### src/rtl/ddr3_pkg.sv
// Shared DDR3 controller definitions: command codes, read-return error flags
// and width helpers for pointer and watchdog sizing.
package ddr3_pkg;

  localparam logic [2:0] CMD_WRITE = 3'b000;
  localparam logic [2:0] CMD_READ  = 3'b001;

  typedef struct packed {
    logic overflow;
    logic underflow;
    logic timeout;
  } rdret_err_t;

  localparam int RDRET_DEPTH_DEF = 8;
  localparam int RDRET_PTR_W_DEF = $clog2(RDRET_DEPTH_DEF) + 1;
  localparam int RDRET_WD_MIN_W  = 10;

  // Pointers carry one extra wrap bit above the slot index.
  function automatic int ptr_width(input int depth);
    return $clog2(depth) + 1;
  endfunction

  function automatic int wd_width(input int limit);
    int w;
    w = $clog2(limit + 1);
    return (w < RDRET_WD_MIN_W) ? RDRET_WD_MIN_W : w;
  endfunction

endpackage

### src/rtl/ddr3_read_return_if.sv
// Command/return/response bundle between the DDR3 controller FSM, the
// read-return stage (slave) and whoever drives and consumes it (master).
interface ddr3_read_return_if
  import ddr3_pkg::*;
#(
  parameter int ADDRESS_WIDTH = 32,
  parameter int DATA_WIDTH    = 128,
  parameter int WORD_WIDTH    = 32,
  parameter int DEPTH         = RDRET_DEPTH_DEF
);
  logic                          cmd_issue;
  logic [ADDRESS_WIDTH-1:0]      cmd_addr;
  logic [DATA_WIDTH-1:0]         rd_data;
  logic                          rd_data_valid;
  logic                          issue_credit;
  logic                          resp_valid;
  logic                          resp_ready;
  logic [ADDRESS_WIDTH-1:0]      resp_addr;
  logic [WORD_WIDTH-1:0]         resp_word;
  logic [DATA_WIDTH-1:0]         resp_line;
  logic [ptr_width(DEPTH)-1:0]   outstanding;
  logic                          err_overflow;
  logic                          err_underflow;
  logic                          err_timeout;

  modport master (
    output cmd_issue, cmd_addr, rd_data, rd_data_valid, resp_ready,
    input  issue_credit, resp_valid, resp_addr, resp_word, resp_line,
           outstanding, err_overflow, err_underflow, err_timeout
  );

  modport slave (
    input  cmd_issue, cmd_addr, rd_data, rd_data_valid, resp_ready,
    output issue_credit, resp_valid, resp_addr, resp_word, resp_line,
           outstanding, err_overflow, err_underflow, err_timeout
  );
endinterface

### src/rtl/ddr3_rdret_buf.sv
// Slot storage for the read-return stage: independent address and line write
// ports, one combinational read port, contents cleared by reset.
module ddr3_rdret_buf #(
  parameter int ADDRESS_WIDTH = 32,
  parameter int DATA_WIDTH    = 128,
  parameter int DEPTH         = 8,
  localparam int IDX_W        = $clog2(DEPTH)
) (
  input  logic                     clk,
  input  logic                     rst_n,
  input  logic                     addr_we,
  input  logic [IDX_W-1:0]         addr_idx,
  input  logic [ADDRESS_WIDTH-1:0] addr_wdata,
  input  logic                     line_we,
  input  logic [IDX_W-1:0]         line_idx,
  input  logic [DATA_WIDTH-1:0]    line_wdata,
  input  logic [IDX_W-1:0]         rd_idx,
  output logic [ADDRESS_WIDTH-1:0] rd_addr,
  output logic [DATA_WIDTH-1:0]    rd_line
);
  logic [ADDRESS_WIDTH-1:0] addr_mem [DEPTH];
  logic [DATA_WIDTH-1:0]    line_mem [DEPTH];

  always_ff @(posedge clk or negedge rst_n) begin
    if (!rst_n) begin
      for (int i = 0; i < DEPTH; i++) begin
        addr_mem[i] <= '0;
        line_mem[i] <= '0;
      end
    end else begin
      if (addr_we) addr_mem[addr_idx] <= addr_wdata;
      if (line_we) line_mem[line_idx] <= line_wdata;
    end
  end

  assign rd_addr = addr_mem[rd_idx];
  assign rd_line = line_mem[rd_idx];
endmodule

### src/rtl/ddr3_read_return.sv
// Pairs issued read addresses with returned DDR3 lines in order and hands
// them to the load path; optional watchdog under DDR3_RDRET_TIMEOUT_EN.
module ddr3_read_return
  import ddr3_pkg::*;
#(
  parameter int ADDRESS_WIDTH  = 32,
  parameter int DATA_WIDTH     = 128,
  parameter int WORD_WIDTH     = 32,
  parameter int DEPTH          = RDRET_DEPTH_DEF,
  parameter int TIMEOUT_CYCLES = 1023
) (
  input logic               clk,
  input logic               rst_n,
  ddr3_read_return_if.slave bus
);
  localparam int IDX_W = $clog2(DEPTH);
  localparam int PTR_W = ptr_width(DEPTH);

  logic [PTR_W-1:0]         iss_ptr, fill_ptr, rsp_ptr;
  logic [PTR_W-1:0]         pending, ready_cnt;
  logic                     full, issue_ok, fill_ok, consume, resp_valid, tmo_hit;
  logic [ADDRESS_WIDTH-1:0] head_addr;
  logic [DATA_WIDTH-1:0]    head_line;
  logic [WORD_WIDTH-1:0]    word_sel;
  rdret_err_t               err_q;

  assign pending    = iss_ptr - fill_ptr;
  assign ready_cnt  = fill_ptr - rsp_ptr;
  // Full when indices match but the wrap bits differ.
  assign full       = (iss_ptr[PTR_W-1] != rsp_ptr[PTR_W-1]) &&
                      (iss_ptr[IDX_W-1:0] == rsp_ptr[IDX_W-1:0]);
  assign resp_valid = (ready_cnt != '0);
  assign issue_ok   = bus.cmd_issue && !full;
  assign fill_ok    = bus.rd_data_valid && (pending != '0);
  assign consume    = resp_valid && bus.resp_ready;

  always_ff @(posedge clk or negedge rst_n) begin
    if (!rst_n) begin
      iss_ptr  <= '0;
      fill_ptr <= '0;
      rsp_ptr  <= '0;
    end else begin
      if (issue_ok) iss_ptr  <= iss_ptr + 1'b1;
      if (fill_ok)  fill_ptr <= fill_ptr + 1'b1;
      if (consume)  rsp_ptr  <= rsp_ptr + 1'b1;
    end
  end

  ddr3_rdret_buf #(
    .ADDRESS_WIDTH (ADDRESS_WIDTH),
    .DATA_WIDTH    (DATA_WIDTH),
    .DEPTH         (DEPTH)
  ) u_buf (
    .clk        (clk),
    .rst_n      (rst_n),
    .addr_we    (issue_ok),
    .addr_idx   (iss_ptr[IDX_W-1:0]),
    .addr_wdata (bus.cmd_addr),
    .line_we    (fill_ok),
    .line_idx   (fill_ptr[IDX_W-1:0]),
    .line_wdata (bus.rd_data),
    .rd_idx     (rsp_ptr[IDX_W-1:0]),
    .rd_addr    (head_addr),
    .rd_line    (head_line)
  );

  always_comb begin
    word_sel = '0;
    for (int i = 0; i < 4; i++) begin
      if (head_addr[3:2] == 2'(i)) word_sel = head_line[i*WORD_WIDTH +: WORD_WIDTH];
    end
  end

`ifdef DDR3_RDRET_TIMEOUT_EN
  localparam int WD_W = wd_width(TIMEOUT_CYCLES);
  logic [WD_W-1:0] wd_cnt;

  always_ff @(posedge clk or negedge rst_n) begin
    if (!rst_n)                             wd_cnt <= '0;
    else if ((pending == '0) || fill_ok)    wd_cnt <= '0;
    else if (wd_cnt != WD_W'(TIMEOUT_CYCLES)) wd_cnt <= wd_cnt + 1'b1;
  end

  // Flag on the same edge that the counter lands on the limit.
  assign tmo_hit = (pending != '0) && !fill_ok && (wd_cnt == WD_W'(TIMEOUT_CYCLES - 1));
`else
  logic unused_tmo_cfg;
  assign unused_tmo_cfg = (TIMEOUT_CYCLES == 0);
  assign tmo_hit        = 1'b0;
`endif

  always_ff @(posedge clk or negedge rst_n) begin
    if (!rst_n) begin
      err_q <= '0;
    end else begin
      if (bus.cmd_issue && full)                 err_q.overflow  <= 1'b1;
      if (bus.rd_data_valid && (pending == '0))  err_q.underflow <= 1'b1;
      if (tmo_hit)                               err_q.timeout   <= 1'b1;
    end
  end

  assign bus.issue_credit  = !full;
  assign bus.resp_valid    = resp_valid;
  assign bus.resp_addr     = head_addr;
  assign bus.resp_line     = head_line;
  assign bus.resp_word     = word_sel;
  assign bus.outstanding   = iss_ptr - rsp_ptr;
  assign bus.err_overflow  = err_q.overflow;
  assign bus.err_underflow = err_q.underflow;
  assign bus.err_timeout   = err_q.timeout;
endmodule

### src/flat_wrapper.sv
// flat-port wrapper written by rule: the top's interface ports become plain ports
module ddr3_read_return_flat import ddr3_pkg::*;
#(
  parameter int ADDRESS_WIDTH  = 32,
  parameter int DATA_WIDTH     = 128,
  parameter int WORD_WIDTH     = 32,
  parameter int DEPTH          = RDRET_DEPTH_DEF,
  parameter int TIMEOUT_CYCLES = 1023
)
  (clk, rst_n, bus_cmd_issue, bus_cmd_addr, bus_rd_data, bus_rd_data_valid, bus_resp_ready, bus_issue_credit, bus_resp_valid, bus_resp_addr, bus_resp_word, bus_resp_line, bus_outstanding, bus_err_overflow, bus_err_underflow, bus_err_timeout);
  ddr3_read_return_if #(.ADDRESS_WIDTH(ADDRESS_WIDTH), .DATA_WIDTH(DATA_WIDTH), .WORD_WIDTH(WORD_WIDTH), .DEPTH(DEPTH)) bus_i ();
  input logic clk;
  input logic rst_n;
  input wire logic [$bits(bus_i.cmd_issue)-1:0] bus_cmd_issue;
  input wire logic [$bits(bus_i.cmd_addr)-1:0] bus_cmd_addr;
  input wire logic [$bits(bus_i.rd_data)-1:0] bus_rd_data;
  input wire logic [$bits(bus_i.rd_data_valid)-1:0] bus_rd_data_valid;
  input wire logic [$bits(bus_i.resp_ready)-1:0] bus_resp_ready;
  output wire logic [$bits(bus_i.issue_credit)-1:0] bus_issue_credit;
  output wire logic [$bits(bus_i.resp_valid)-1:0] bus_resp_valid;
  output wire logic [$bits(bus_i.resp_addr)-1:0] bus_resp_addr;
  output wire logic [$bits(bus_i.resp_word)-1:0] bus_resp_word;
  output wire logic [$bits(bus_i.resp_line)-1:0] bus_resp_line;
  output wire logic [$bits(bus_i.outstanding)-1:0] bus_outstanding;
  output wire logic [$bits(bus_i.err_overflow)-1:0] bus_err_overflow;
  output wire logic [$bits(bus_i.err_underflow)-1:0] bus_err_underflow;
  output wire logic [$bits(bus_i.err_timeout)-1:0] bus_err_timeout;
  assign bus_i.cmd_issue = bus_cmd_issue;
  assign bus_i.cmd_addr = bus_cmd_addr;
  assign bus_i.rd_data = bus_rd_data;
  assign bus_i.rd_data_valid = bus_rd_data_valid;
  assign bus_i.resp_ready = bus_resp_ready;
  assign bus_issue_credit = bus_i.issue_credit;
  assign bus_resp_valid = bus_i.resp_valid;
  assign bus_resp_addr = bus_i.resp_addr;
  assign bus_resp_word = bus_i.resp_word;
  assign bus_resp_line = bus_i.resp_line;
  assign bus_outstanding = bus_i.outstanding;
  assign bus_err_overflow = bus_i.err_overflow;
  assign bus_err_underflow = bus_i.err_underflow;
  assign bus_err_timeout = bus_i.err_timeout;
  ddr3_read_return #(.ADDRESS_WIDTH(ADDRESS_WIDTH), .DATA_WIDTH(DATA_WIDTH), .WORD_WIDTH(WORD_WIDTH), .DEPTH(DEPTH), .TIMEOUT_CYCLES(TIMEOUT_CYCLES)) u_core (.clk(clk), .rst_n(rst_n), .bus(bus_i));
endmodule
### config.mk
export PLATFORM = sky130hd
export DESIGN_NAME = ddr3_read_return_flat
export DESIGN_NICKNAME = d
export VERILOG_FILES = /design/src/rtl/ddr3_pkg.sv /design/src/rtl/ddr3_read_return_if.sv /design/src/rtl/ddr3_rdret_buf.sv /design/src/rtl/ddr3_read_return.sv /design/src/flat_wrapper.sv
export SDC_FILE = /design/constraint.sdc
export NUM_CORES = 2
export LEC_CHECK = 0
export CAP_MARGIN = 10
export CORE_ASPECT_RATIO = 1.5
export CORE_MARGIN = 4
export CORE_UTILIZATION = 50
export DETAILED_ROUTE_END_ITERATION = 6
export GPL_ROUTABILITY_DRIVEN = 0
export PLACE_DENSITY_LB_ADDON = 0.3
export SYNTH_ARGS = -nofsm -noshare
export SYNTH_HDL_FRONTEND = slang
export SYNTH_SLANG_ARGS = --single-unit
### constraint.sdc
create_clock -name clk -period 3.9 [get_ports clk]
set_clock_uncertainty 0.15 [all_clocks]
set_input_delay 0.585 -clock clk [delete_from_list [all_inputs] [get_ports clk]]
set_output_delay 0.585 -clock clk [all_outputs]
set_load 0.03 [all_outputs]
==> flow_summary.yaml <==
synth:
  syn_avg_cell_area_um2: 15.3
  ys_top_cells_by_area: "dfrtp_1 54%, mux2_2 22%, mux4_2 12%"
  ys_ff_latch: 1294
  synth_warnings: 0
  yosys.cell_types.count: 45
  synthCells: 3896
  synth_top_area_share: 0.544
  async_reset_ff_frac: 1.00
  synth-seq-area-share: 0.544
  netlist_area_um2: 59500
  synth_fp_nets: 4074
  synth_edf_count: 0
  synth_top_area_cell: "dfrtp_1"
  synth_ff_type: "dfrtp_1"
sta:
  post-route-period-util: 1.02
  tns_ps: -366
  slew_headroom: 0.380
  finalHoldViolations: 0
  whs_ps: 326
  worst_pin_slew_ps: 930
  setup_viol: 13
  slew_violations: 0
  finalCriticalPeriod_ps: 3970
  max_freq_ghz: 0.252
  worst_slack_ps: -69.6
  rsz0062_at_grt: "yes"
worst_setup_path:
  worstPathArrival_ps: 3230
  cpPeakStageDelay_ps: 520
  critPathKind: "flip-flop to primary output"
  timing.rr.end: "u_core.u_buf.line_mem[779]"
  r2r-start: "u_core.fill_ptr[1]"
  slowest_stage: "mux4_2"
  r2r_cells: 9
  r2r_slack_ps: 280
  cp-end-kind: "primary output"
  path_common_cell: "buf_12"
  path_cells: "buf_12 > mux4_2 > mux2i_4 > buf_12 > clkinv_8 > buf_16 > mux2i_1 > buf_4 > o21ai_2 > buf_12"
  critPathRequiredTime_ps: 3160
  cp_max_fo: 11
  startpoint_type: "flip-flop"
die:
  fp.dieArea_um2: 125000
  ioPinCount: 366
  initial_utilization: 0.505
  die_y_um: 430
  die_w_um: 290
  row_count: 154
  core_area_um2: 118000
cells_and_area:
  final_layout_size_suffix_gt1_frac: 0.523
  final_common_cell: "dfrtp_1"
  most-common-layout-cells: "1291 x dfrtp_1, 1181 x mux2_2, 409 x nand2_1, 320 x mux4_2, 213 x buf_4"
  design_area_um2: 72000
  fillers: 8744
  fin_nets: 4544
  area_delta_synth_final_pct: 21.0
detailed_routing:
  drtIter0Drc: 2013
  drc: 0
  ant_nets: 0
  wl_per_cell_um: 27.8
  vias_per_cell: 5.91
  drt_first_pass_iters: 5
  routed_wl_um: 168000
  vias: 35699
clocking:
  cts_buffers: 121
  h-tree-depth: 3
  clockRootBuffer: "clkbuf_16"
  cts_max_path_buffers: 3
  cts_num_sinks: 1294
  clk_pin_slew_ps: 60
  tritoncts: "yes"
  insertion_delay_ps: 740
outcome:
  violations: "setup timing"
  status: "finished with violations"
hold_path:
  hold_depth: 1
  hold_class: "flip-flop to flip-flop"
  hold_path_end: "u_core.bus.err_underflow"
  min-delay-start: "u_core.bus.err_underflow"
global_route:
  grt_pass1_wl_um: 251000
  grt_pass1_vias: 38531
  antenna_found_initial: 31
  grt_use_total: 0.271
  grt_overflow_total: 0
  grt_max_degree: 113
placement:
  port_buffers: 364
  place.detailed.hpwl_um: 105000
  place_area_um2: 65800
  dp_slack_ps: 117
run:
  cap_violations: 0
## worst max-delay path by stage
stage                                 to              start  cells after the start
2_1_floorplan  u_core.u_buf.addr_mem[22]  u_core.rsp_ptr[1]                     13
3_3_place_gp            bus_resp_word[9]  u_core.rsp_ptr[0]                      7
3_5_place_dp            bus_resp_word[8]  u_core.rsp_ptr[0]                      7
4_1_cts                bus_resp_word[25]  u_core.rsp_ptr[0]                     12
5_1_grt                bus_resp_word[24]  u_core.rsp_ptr[0]                     10
6_report                bus_resp_word[8]  u_core.rsp_ptr[0]                     10
## worst max-delay path: cells and delay by family (launching register included)
family                 cells  cell delay, ps
DFF                        1             450
buffers and inverters      6             900
AOI/OAI and AO/OA          1             270
muxes                      3             840
## stage by stage
step / utilization / std cells
floorplan: - / 3896
global placement: 0.559 / 5722
detailed placement: 0.559 / 5722
CTS: 0.608 / 6005
global route: 0.611 / 6030
finish: 0.611 / 6037
## cell usage after synthesis, types with 7 or more instances
cell	count
dfrtp_1	1294
mux2_2	1181
nand2_1	482
mux4_2	320
mux2_4	100
buf_2	91
nor2_1	68
clkbuf_1	64
buf_6	56
o21ai_0	35
mux2i_1	34
or3_1	32
buf_4	27
buf_1	25
inv_1	13
ha_1	12
xnor2_1	11
nand4_1	7
## logic make-up (layout without fill, tap and decap cells)
kind of cell	count (synthesis)	count (layout)	share of synthesized area
AOI/OAI and AO/OA	43	43	0.00408
xor gates and xnor gates	16	16	0.00236
adders and majority gates	13	13	0.00286
buffers and inverters	279	847	0.0286
DFF	1294	1294	0.544
muxes	1636	1636	0.376
other	1	14	0.0000630
and+or+nand+nor	614	614	0.0418
## layout make-up
type,instances,area (um2),area share
diodes,13,32.5,0.000452
clock buffers,176,3560,0.0494
clock inverters,45,569,0.00791
inverters,14,72.6,0.00101
multi-input cells,2323,26100,0.363
flip-flops and latches,1294,32400,0.450
well taps,1560,1950,0.0271
repair buffers,612,7310,0.102
## sequential cells by signal, summed over array words and instances, names as in the netlist
register and cells:
u_core.bus.err_underflow 1, u_core.u_buf.addr_mem 256, u_core.u_buf.line_mem 1024, u_core.bus.err_overflow 1, u_core.rsp_ptr 4, u_core.fill_ptr 4
u_core.iss_ptr 4
## what timing repair did
action,4_1_cts,5_1_grt
hold endpoints to repair,75,0
buffers inserted,45,16
hold buffers,1,0
setup endpoints to repair,83,64
cloned,16,4
pin swaps,15,17
resized for setup,261,69
## metal layers
layer | GRT usage | part of all wire | wire length (um) | vias to the layer above
met3 | 0.0573 | 0.066 | 11100 | 264
met5 | 0 | 0.00063 | 106 | -
met1 | 0.354 | 0.40 | 67100 | 19284
met2 | 0.451 | 0.50 | 83700 | 996
li1 | - | - | - | 15137
met4 | 0.0937 | 0.035 | 5920 | 18
Power is not shown: default switching activity piles up to over one toggle a cycle in this logic, so the estimate is an artifact.
